--- config.mk ---
export PLATFORM = sky130hd
export DESIGN_NAME = ball_bounce_engine
export DESIGN_NICKNAME = d
export VERILOG_FILES = /design/src/rtl/ball_bounce_engine.sv
export SDC_FILE = /design/constraint.sdc
export NUM_CORES = 1
export LEC_CHECK = 0
export CORE_MARGIN = 3
export CORE_UTILIZATION = 27
export CTS_CLUSTER_DIAMETER = 150
export DETAILED_ROUTE_END_ITERATION = 10
export GPL_TIMING_DRIVEN = 0
export PLACE_DENSITY = 0.56
export SETUP_SLACK_MARGIN = 0.15
export SLEW_MARGIN = 0
export SYNTH_ARGS = -nofsm -noshare
export SYNTH_HDL_FRONTEND = slang
export SYNTH_SLANG_ARGS = --single-unit
--- constraint.sdc ---
create_clock -name clk -period 9.9 [get_ports clk]
set_input_delay 2.97 -clock clk [delete_from_list [all_inputs] [get_ports clk]]
set_output_delay 2.97 -clock clk [all_outputs]
set_load 0.02 [all_outputs]
--- src/rtl/ball_bounce_engine.sv ---
// Per-step ball physics: probes brick memory at up to four leading-edge
// points, then resolves wall, platform, ceiling, floor and brick bounces
// into the ball direction registers.
module ball_bounce_engine #(
  parameter int COORD_W   = 10,
  parameter int SIZE_W    = 4,
  parameter int HEALTH_W  = 2,
  parameter int BRICK_XSH = 4,
  parameter int BRICK_YSH = 3,
  parameter int PLAT_W    = 32,
  parameter int PLAT_Y    = 220,
  parameter int MEM_LAT   = 1
) (
  input  logic                clk,
  input  logic                resetn,
  input  logic                start,
  input  logic [COORD_W-1:0]  ball_x,
  input  logic [COORD_W-1:0]  ball_y,
  input  logic [SIZE_W-1:0]   size,
  input  logic [COORD_W-1:0]  x_max,
  input  logic [COORD_W-1:0]  y_max,
  input  logic [COORD_W-1:0]  plat_x,
  output logic                mem_rd,
  output logic [COORD_W-1:0]  mem_x,
  output logic [COORD_W-1:0]  mem_y,
  input  logic [HEALTH_W-1:0] health,
  output logic                x_dir,
  output logic                y_dir,
  output logic                hit_valid,
  output logic [COORD_W-1:0]  hit_x,
  output logic [COORD_W-1:0]  hit_y,
  output logic                hit_axis,
  output logic                miss,
  output logic                busy,
  output logic                done
);

  // One extra bit so edges and sums never wrap; y-1 at y=0 becomes all-ones
  // and therefore fails the range check like any other out-of-field probe.
  localparam int EW = COORD_W + 1;
  localparam int CW = (MEM_LAT > 2) ? $clog2(MEM_LAT) : 1;
  localparam logic [EW-1:0] ONE = EW'(1);

  typedef enum logic [2:0] {IDLE, ISSUE, WAIT, CHECK, UPDATE, DONE} state_t;
  state_t state, state_nx;

  logic [COORD_W-1:0] lx, ly, lxm, lym, lpx;
  logic [SIZE_W-1:0]  lsz;
  logic [1:0]         idx;
  logic [CW-1:0]      cnt;
  logic               y_hit, x_hit;
  logic [EW-1:0]      ycell_x, ycell_y;

  logic               sel;
  logic [EW-1:0]      sx, sy, ssz, sxm, sym, ye, xe, cx, cy;
  logic [EW-1:0]      px [4];
  logic [EW-1:0]      py [4];
  logic [3:0]         valid, avail;
  logic [1:0]         first_idx;
  logic               any, cur_hit, supp;
  logic [EW-1:0]      xs, ys, plat_lo, plat_hi;
  logic               overlap, x_dir_nx, y_dir_nx, miss_nx;

  // Probe geometry: live inputs while idle (to pick the first probe), latched copy afterwards
  always_comb begin
    sel = (state == IDLE);
    sx  = {1'b0, sel ? ball_x : lx};
    sy  = {1'b0, sel ? ball_y : ly};
    sxm = {1'b0, sel ? x_max  : lxm};
    sym = {1'b0, sel ? y_max  : lym};
    ssz = EW'(sel ? size : lsz);
    ye  = y_dir ? sy + ssz : sy - ONE;
    xe  = x_dir ? sx + ssz : sx - ONE;
    px[0] = sx;              py[0] = ye;
    px[1] = sx + ssz - ONE;  py[1] = ye;
    px[2] = xe;              py[2] = sy;
    px[3] = xe;              py[3] = sy + ssz - ONE;
    for (int i = 0; i < 4; i++) valid[i] = (px[i] < sxm) && (py[i] < sym);
    cx = px[idx];
    cy = py[idx];
  end

  // Hit detection, corner dedupe and selection of the next unskipped probe
  always_comb begin
    cur_hit = (health != '0);
    supp = y_hit && ((cx >> BRICK_XSH) == (ycell_x >> BRICK_XSH))
                 && ((cy >> BRICK_YSH) == (ycell_y >> BRICK_YSH));
    avail = valid;
    if (!sel) begin
      if (idx == 2'd0 && cur_hit) avail[1] = 1'b0;
      if (idx == 2'd2 && cur_hit) avail[3] = 1'b0;
      for (int i = 0; i < 4; i++) if (i <= int'(idx)) avail[i] = 1'b0;
    end
    any = |avail;
    first_idx = 2'd0;
    for (int i = 3; i >= 0; i--) if (avail[i]) first_idx = 2'(i);
  end

  // Direction resolution from the latched step inputs
  always_comb begin
    xs      = sx + ssz;
    ys      = sy + ssz;
    plat_lo = {1'b0, lpx};
    plat_hi = plat_lo + EW'(PLAT_W - 1);
    overlap = (sx <= plat_hi) && (sx + ssz - ONE >= plat_lo);
    if (xs >= sxm)         x_dir_nx = 1'b0;
    else if (sx == '0)     x_dir_nx = 1'b1;
    else                   x_dir_nx = x_dir ^ x_hit;
    miss_nx = 1'b0;
    if (y_dir && ys >= sym) begin
      y_dir_nx = 1'b0;
      miss_nx  = 1'b1;
    end else if (y_dir && ys == EW'(PLAT_Y) && overlap) y_dir_nx = 1'b0;
    else if (sy == '0)     y_dir_nx = 1'b1;
    else                   y_dir_nx = y_dir ^ y_hit;
  end

  // State register
  always_ff @(posedge clk) begin
    if (!resetn) state <= IDLE;
    else         state <= state_nx;
  end

  // Next-state logic
  always_comb begin
    state_nx = state;
    case (state)
      IDLE:    if (start) state_nx = any ? ISSUE : UPDATE;
      ISSUE:   state_nx = (MEM_LAT > 1) ? WAIT : CHECK;
      WAIT:    if (cnt == CW'(MEM_LAT - 2)) state_nx = CHECK;
      CHECK:   state_nx = any ? ISSUE : UPDATE;
      UPDATE:  state_nx = DONE;
      DONE:    state_nx = IDLE;
      default: state_nx = IDLE;
    endcase
  end

  // Moore outputs
  always_comb begin
    mem_rd = (state == ISSUE);
    mem_x  = mem_rd ? cx[COORD_W-1:0] : '0;
    mem_y  = mem_rd ? cy[COORD_W-1:0] : '0;
    busy   = (state != IDLE);
    done   = (state == DONE);
  end

  // Step datapath: input latch, probe index, latency counter, Y-hit location
  always_ff @(posedge clk) begin
    if (state == IDLE && start) begin
      lx  <= ball_x;
      ly  <= ball_y;
      lsz <= size;
      lxm <= x_max;
      lym <= y_max;
      lpx <= plat_x;
    end
    if ((state == IDLE && start) || state == CHECK) idx <= first_idx;
    if (state == ISSUE)     cnt <= '0;
    else if (state == WAIT) cnt <= cnt + CW'(1);
    if (state == CHECK && cur_hit && !idx[1]) begin
      ycell_x <= cx;
      ycell_y <= cy;
    end
  end

  // Control and registered outputs: hit reporting, hit flags, directions, miss
  always_ff @(posedge clk) begin
    if (!resetn) begin
      x_dir     <= 1'b1;
      y_dir     <= 1'b0;
      hit_valid <= 1'b0;
      hit_x     <= '0;
      hit_y     <= '0;
      hit_axis  <= 1'b0;
      miss      <= 1'b0;
      y_hit     <= 1'b0;
      x_hit     <= 1'b0;
    end else begin
      hit_valid <= 1'b0;
      miss      <= 1'b0;
      if (state == IDLE && start) begin
        y_hit <= 1'b0;
        x_hit <= 1'b0;
      end
      if (state == CHECK && cur_hit && (!idx[1] || !supp)) begin
        if (idx[1]) x_hit <= 1'b1;
        else        y_hit <= 1'b1;
        hit_valid <= 1'b1;
        hit_x     <= cx[COORD_W-1:0];
        hit_y     <= cy[COORD_W-1:0];
        hit_axis  <= idx[1];
      end
      if (state == UPDATE) begin
        x_dir <= x_dir_nx;
        y_dir <= y_dir_nx;
        miss  <= miss_nx;
      end
    end
  end

endmodule

==> flow_metrics.py, run 1 <==
metrics = {
    "detailed_routing": {
        "routed_wl_um": 32500,
        "drt_iter0_drc": 533,
        "wl_met1_um": 14500,
        "vias": 8573,
        "wire_per_inst_um": 19.7,
        "antenna_left": 0,
        "post_drt_via_cell_ratio": 5.21,
        "route.met3.wl_um": 1280,
        "highest_layer": "met4",
        "drt_drc_violations_left": 0,
        "drtPass1Iterations": 5,
        "wl_met2_um": 15600,
    },
    "sta": {
        "finalSetupViolations": 0,
        "fin_skew_ps": 12.8,
        "rsz0062_at_grt": "yes",
        "hold_viol_final": 0,
        "drv_slew": 0,
        "timing.final.crit_share_pct": 97.9,
        "relSlewSlack_pct": 7.84,
        "period_needed_ps": 9690,
        "holdWs_ps": 496,
        "fmax_ghz": 0.103,
        "max_slew.worst_pin.slew_ps": 1350,
    },
    "grt": {
        "grt_pass1_wl_um": 49100,
        "grt_max_degree": 43,
        "grt_usage_pct": 17.6,
        "overflow": 0,
        "antenna_found_initial": 0,
        "grt_pass1_vias": 8538,
    },
    "floorplanning": {
        "die_area_mm2": 0.0368,
        "rows": 67,
        "chipHeight_um": 192,
        "coreArea_mm2": 0.0338,
        "start_util_pct": 27.6,
        "io_pins": 107,
        "die_width_um": 192,
    },
    "hold_path": {
        "min_path_type": "flip-flop to flip-flop",
        "hp-start": "hit_x[2]",
    },
    "clocking": {
        "cts_root_buf": "clkbuf_16",
        "clk_latency_ps": 380,
        "cts_hold_buf": 0,
        "clock_sinks": 102,
        "clk_pin_slew_worst_paths_ps": 80,
        "tritoncts": "done",
        "h-tree-depth": 3,
        "numCtsBuffers": 9,
        "clockBufferDepth": 2,
    },
    "logic_synthesis": {
        "syn-num-nets": 1198,
        "synth_edf_count": 71,
        "synth.top_cell.area_share_pct": 22.9,
        "yosysTopAreaCell": "edfxtp_1",
        "synth_ff_type": "edfxtp_1",
        "synth-seq-cells": 102,
        "synthCells": 1036,
        "ys_seq_area_share_pct": 29.5,
        "syn_area_per_cell_um2": 9.00,
        "ys_types": 82,
        "yosys_warnings": 0,
        "yosysMostFrequentCell": "ha_1",
        "synthTopCellsByArea": "edfxtp_1, ha_1, dfxtp_1",
        "synth_commonest_cells": "ha_1, nand2_1, edfxtp_1, nor2_1, inv_1",
        "async_reset_ff_share_pct": 0,
        "synth_area_mm2": 0.00932,
    },
    "setup_path": {
        "arrival_ps": 6720,
        "cp-end-kind": "primary output",
        "path_class": "primary input to primary output",
        "rr_startpoint": "state[2]",
        "cp_max_fo": 7,
        "crit_start": "size[1]",
        "cp-start-kind": "primary input",
        "worstPathRequired_ps": 6930,
    },
    "layout": {
        "utilization_pct": 35.5,
        "layout-drive-gt1-share_pct": 15.9,
        "fin_nets": 1354,
        "area_growth_pct": 28.7,
        "insertedDiodeCount": 0,
    },
    "placement": {
        "dp_hpwl_um": 25800,
        "portBuffers": 106,
        "place.gp.congestion": 0.930,
    },
    "flow_run": {
        "maxCapViolCount": 0,
    },
    "run_status": {
        "status": "complete, no violations",
    },
    "pwr": {
        "powerDensity_mw_per_mm2": 400,
        "p_leak_nw": 4.81,
        "peakVddDrop_mv": 0.157,
        "total_power_mw": 4.79,
    },
}
==> state kept, by name, summed over array words and instances (netlist names) <==
| signal | cells |
|---|---|
| x_hit | 1 |
| hit_x | 10 |
| lym | 10 |
| hit_y | 10 |
| hit_axis | 1 |
| y_dir | 1 |
| lx | 10 |
| lpx | 10 |
| hit_valid | 1 |
| miss | 1 |
| y_hit | 1 |
| ly | 10 |
| x_dir | 1 |
| ycell_y | 8 |
| idx | 2 |
| lsz | 4 |
| ycell_x | 7 |
| cnt | 1 |
| lxm | 10 |
| state | 3 |
==> final cells by class <==
class                           instances  area (µm²)
Clock inverter                          7        63.8
Buffer                                 46         243
Sequential cell                       102        2750
Tap cell                              448         561
Clock buffer                            9         225
Inverter                               60         225
Multi-Input combinational cell        828        6560
Fill cell                            3479       21800
Timing Repair Buffer                  145        1370
==> path summary, 6_finish.rpt <==
check,endpoint,slack [ps],depth (start not counted)
setup reg to reg,state[2],2480,24
setup / recovery,mem_x[3],210,14
hold reg to reg,hit_x[2],500,2
hold / removal,hit_x[2],500,2
==> cell usage in the layout, fill, tap and decap left out, types with 9 or more instances in the layout <==
| master | synthesis | layout |
|---|---|---|
| a211oi_2 | 11 | 13 |
| a21o_1 | 24 | 24 |
| a21oi_1 | 51 | 46 |
| a21oi_2 | 16 | 20 |
| and2_1 | 15 | 15 |
| buf_4 | 0 | 39 |
| clkbuf_1 | 32 | 26 |
| clkbuf_16 | 0 | 9 |
| clkdlybuf4s50_1 | 0 | 93 |
| dfxtp_1 | 31 | 31 |
| edfxtp_1 | 71 | 71 |
| ha_1 | 103 | 102 |
| inv_1 | 54 | 53 |
| mux2_2 | 12 | 11 |
| mux2i_1 | 43 | 40 |
| nand2_1 | 80 | 78 |
| nand2b_1 | 11 | 10 |
| nand3_1 | 32 | 31 |
| nand4_1 | 12 | 12 |
| nor2_1 | 71 | 69 |
| nor2b_1 | 10 | 10 |
| nor3_1 | 40 | 38 |
| o21a_1 | 29 | 29 |
| o21ai_0 | 51 | 47 |
| xnor2_1 | 46 | 37 |
| xor2_1 | 20 | 19 |
==> critical path, stage by stage <==
cell and delay [ps]:
clkdlybuf4s50_1 520, buf_6 160, xnor2_1 140, a21oi_1 90, ha_1 230, a21o_1 210, mux2i_2 230, xnor2_2 170
or3_4 400, xnor2_1 360, mux2i_1 160, o21ai_2 310, and2_1 180, clkdlybuf4s50_1 600
==> power by group <==
part | total (mW) | internal, mW | switching, mW
Sequential | 0.610 | 0.568 | 0.0423
Combinational | 3.81 | 1.58 | 2.23
Clock | 0.372 | 0.178 | 0.195
==> metrics by stage <==
step                area [µm²]  setup TNS [ps]  cells  setup slack (ps)
finish                   12000               0   1645               206
global route             12000               0   1645              76.8
CTS                      11700               0   1619              90.9
detailed placement       11000           -7090   1591              -617
global placement         10900           -7190   1590              -622
floorplan                 9320               0   1036               842
==> per-layer routing <==
metal | up-vias | global-route usage, %
met5 | - | 0
met4 | 0 | 5.84
met3 | 49 | 2.52
met2 | 206 | 30.0
met1 | 4154 | 22.7
li1 | 4164 | -
==> timing repair <==
action                                  in CTS  in global routing
buffers inserted                            12                 26
endpoints found under the hold margin        0                  0
pin swaps                                   18                 17
gates resized for setup                     83                 34
endpoints found under the setup margin      14                 14
==> kinds of logic after synthesis <==
kind of cell / synth area share (%)
AOI/OAI and AO/OA: 20.2
xor gates and xnor gates: 6.55
adders and majority gates: 14.0
buffers and inverters: 4.86
DFF: 29.5
muxes: 6.63
and+or+nand+nor: 18.2
No activity file was read; power rests on OpenSTA's default activity.
==> run 2: changes to the inputs <==
--- a/config.mk
+++ b/config.mk
@@ -7,7 +7,6 @@
 export LEC_CHECK = 0
 export CORE_MARGIN = 3
 export CORE_UTILIZATION = 27
-export CTS_CLUSTER_DIAMETER = 150
 export DETAILED_ROUTE_END_ITERATION = 10
 export GPL_TIMING_DRIVEN = 0
 export PLACE_DENSITY = 0.56
==> results of run 2 <==
No change in the layout: final DEF, timing and power equal those of run 1.
==> run 3: changes to the inputs <==
--- a/config.mk
+++ b/config.mk
@@ -10,6 +10,7 @@
 export DETAILED_ROUTE_END_ITERATION = 10
 export GPL_TIMING_DRIVEN = 0
 export PLACE_DENSITY = 0.56
+export RECOVER_POWER = 25
 export SETUP_SLACK_MARGIN = 0.15
 export SLEW_MARGIN = 0
 export SYNTH_ARGS = -nofsm -noshare
==> run 3 against run 2 <==
Effect of this change:
- clock-buffer cell count stayed put
- sequential cell count is the same
- clock skew is 0.72 ps lower
- via count shrank 0.23%
- largest power group unchanged
==> flow_metrics.py, run 3 (synthesis gave the netlist of run 1 again) <==
metrics = {
    "run_status": {
        "status": "complete, no violations",
    },
    "layout": {
        "mostFrequentLayoutCell": "ha_1",
        "final_cell_mix": "ha_1, nand2_1, edfxtp_1, nor2_1, inv_1",
        "area_growth_pct": 28.4,
        "layout-drive-gt1-share_pct": 15.9,
        "fin_nets": 1354,
        "insertedDiodeCount": 0,
        "utilization_pct": 35.4,
    },
    "hold_path": {
        "min_path_type": "flip-flop to flip-flop",
        "min_delay_path_depth": 2,
    },
    "floorplanning": {
        "start_util_pct": 27.6,
        "die_area_mm2": 0.0368,
        "coreArea_mm2": 0.0338,
        "io_pins": 107,
        "chipHeight_um": 192,
        "rows": 67,
        "die_width_um": 192,
    },
    "sta": {
        "relSlewSlack_pct": 7.86,
        "setup_ws_ps": 152,
        "drv_slew": 0,
        "hold_viol_final": 0,
        "period_needed_ps": 9750,
        "fmax_ghz": 0.103,
        "timing.final.crit_share_pct": 98.5,
        "rsz0062_at_grt": "yes",
        "fin_skew_ps": 12.1,
        "max_slew.worst_pin.slew_ps": 1350,
        "finalSetupViolations": 0,
    },
    "grt": {
        "overflow": 0,
        "grt_pass1_wl_um": 49100,
        "antenna_found_initial": 0,
        "grt_pass1_vias": 8538,
        "grt_max_degree": 43,
        "grt_usage_pct": 17.6,
    },
    "setup_path": {
        "critical_path.top_delay_family": "buffers and inverters",
        "cp-start-kind": "primary input",
        "arrival_ps": 6780,
        "cp-end-kind": "primary output",
        "cp_cell_sequence": "dlygate4sd3_1 -> nand2_1 -> nand2_1 -> ha_1 -> ha_1 -> a21o_1 -> mux2i_2 -> xnor2_2 -> or3_4 -> xnor2_1 -> mux2i_1 -> o21ai_2 -> and2_1 -> clkdlybuf4s50_1",
        "path_depth": 14,
        "cp.buffers_inverters": 2,
        "cp_max_fo": 5,
        "slowest_delay_ps": 600,
        "slowest_stage": "clkdlybuf4s50_1",
        "ff2ff_path_depth": 24,
        "rrSetupSlack_ps": 2480,
        "path_class": "primary input to primary output",
        "worstPathRequired_ps": 6930,
    },
    "detailed_routing": {
        "drt_iter0_drc": 530,
        "drt_drc_violations_left": 0,
        "routed_wl_um": 32500,
        "antenna_left": 0,
        "vias": 8553,
        "post_drt_via_cell_ratio": 5.20,
        "drtPass1Iterations": 5,
        "wire_per_inst_um": 19.8,
    },
    "placement": {
        "pre_cts_ws_ps": -617,
        "dp_hpwl_um": 25800,
        "portBuffers": 106,
        "place.gp.congestion": 0.930,
    },
    "flow_run": {
        "maxCapViolCount": 0,
    },
    "clocking": {
        "tritoncts": "done",
        "h-tree-depth": 3,
        "numCtsBuffers": 9,
        "clockBufferDepth": 2,
        "cts_root_buf": "clkbuf_16",
        "clock_sinks": 102,
        "clk_latency_ps": 370,
        "clk_pin_slew_worst_paths_ps": 80,
    },
    "pwr": {
        "powerDensity_mw_per_mm2": 400,
        "peakVddDrop_mv": 0.157,
        "p_leak_nw": 4.79,
    },
}
-- run 3: cell types whose count changed in the layout (fill, tap and decap cells not counted), sizes merged --
cell and change:
dlygate4sd3 +47, clkbuf +3, dlymetal6s2s -3, clkdlybuf4s50 -47
-- run 3: what timing repair did --
action / 4_1_cts / 5_1_grt
hold buffers: 0 / 0
setup endpoints to repair: 14 / 14
resized for setup: 83 / 34
setup buffers: 12 / 26
pin swaps: 18 / 17
-- run 3: final cells by class --
cell class	count	area [µm²]
repair buffers	145	1340
fillers	3485	21800
well taps	448	561
multi-input cells	828	6560
flip-flops and latches	102	2750
plain buffers	46	243
clock buffers	9	225
inverters	60	225
clock inverters	7	63.8
-- run 3: per-stage QoR --
stage | total power [mW] | instance area (µm²) | hold slack, ps | std cells | setup TNS (ps)
after floorplan | 2.90 | 9320 | 480 | 1036 | 0
after global placement | 3.90 | 10900 | 477 | 1590 | -7190
after detailed placement | 3.92 | 11000 | 480 | 1591 | -7090
after CTS | 4.58 | 11700 | 491 | 1619 | 0
after global routing | 5.22 | 12000 | 504 | 1645 | 0
final | 4.79 | 12000 | 496 | 1645 | 0
-- run 3: path summary, 6_finish.rpt --
path / from / end
worst max register to register: state[2] / state[2]
worst max-delay path: size[0] / mem_x[3]
worst min-delay path: hit_x[2] / hit_x[2]
worst min register to register: hit_x[2] / hit_x[2]
-- run 3: report_power, final --
part	leakage [nW]	switching [mW]	internal [mW]
logic	3.73	2.23	1.58
registers	0.919	0.0423	0.568
clock network	0.143	0.194	0.178
-- run 3: tightest hold or removal path: cells and delay by family, from the launching register on --
family / cells / cell delay [ps]
flip-flops: 1 / 320
AO/OA/AOI/OAI: 2 / 130
-- run 3: metal layers --
| metal | track usage, % | routed length (µm) |
|---|---|---|
| met1 | 22.7 | 14600 |
| met2 | 30.0 | 15600 |
| met3 | 2.52 | 1220 |
| met4 | 5.84 | 1030 |
| met5 | 0 | 0 |
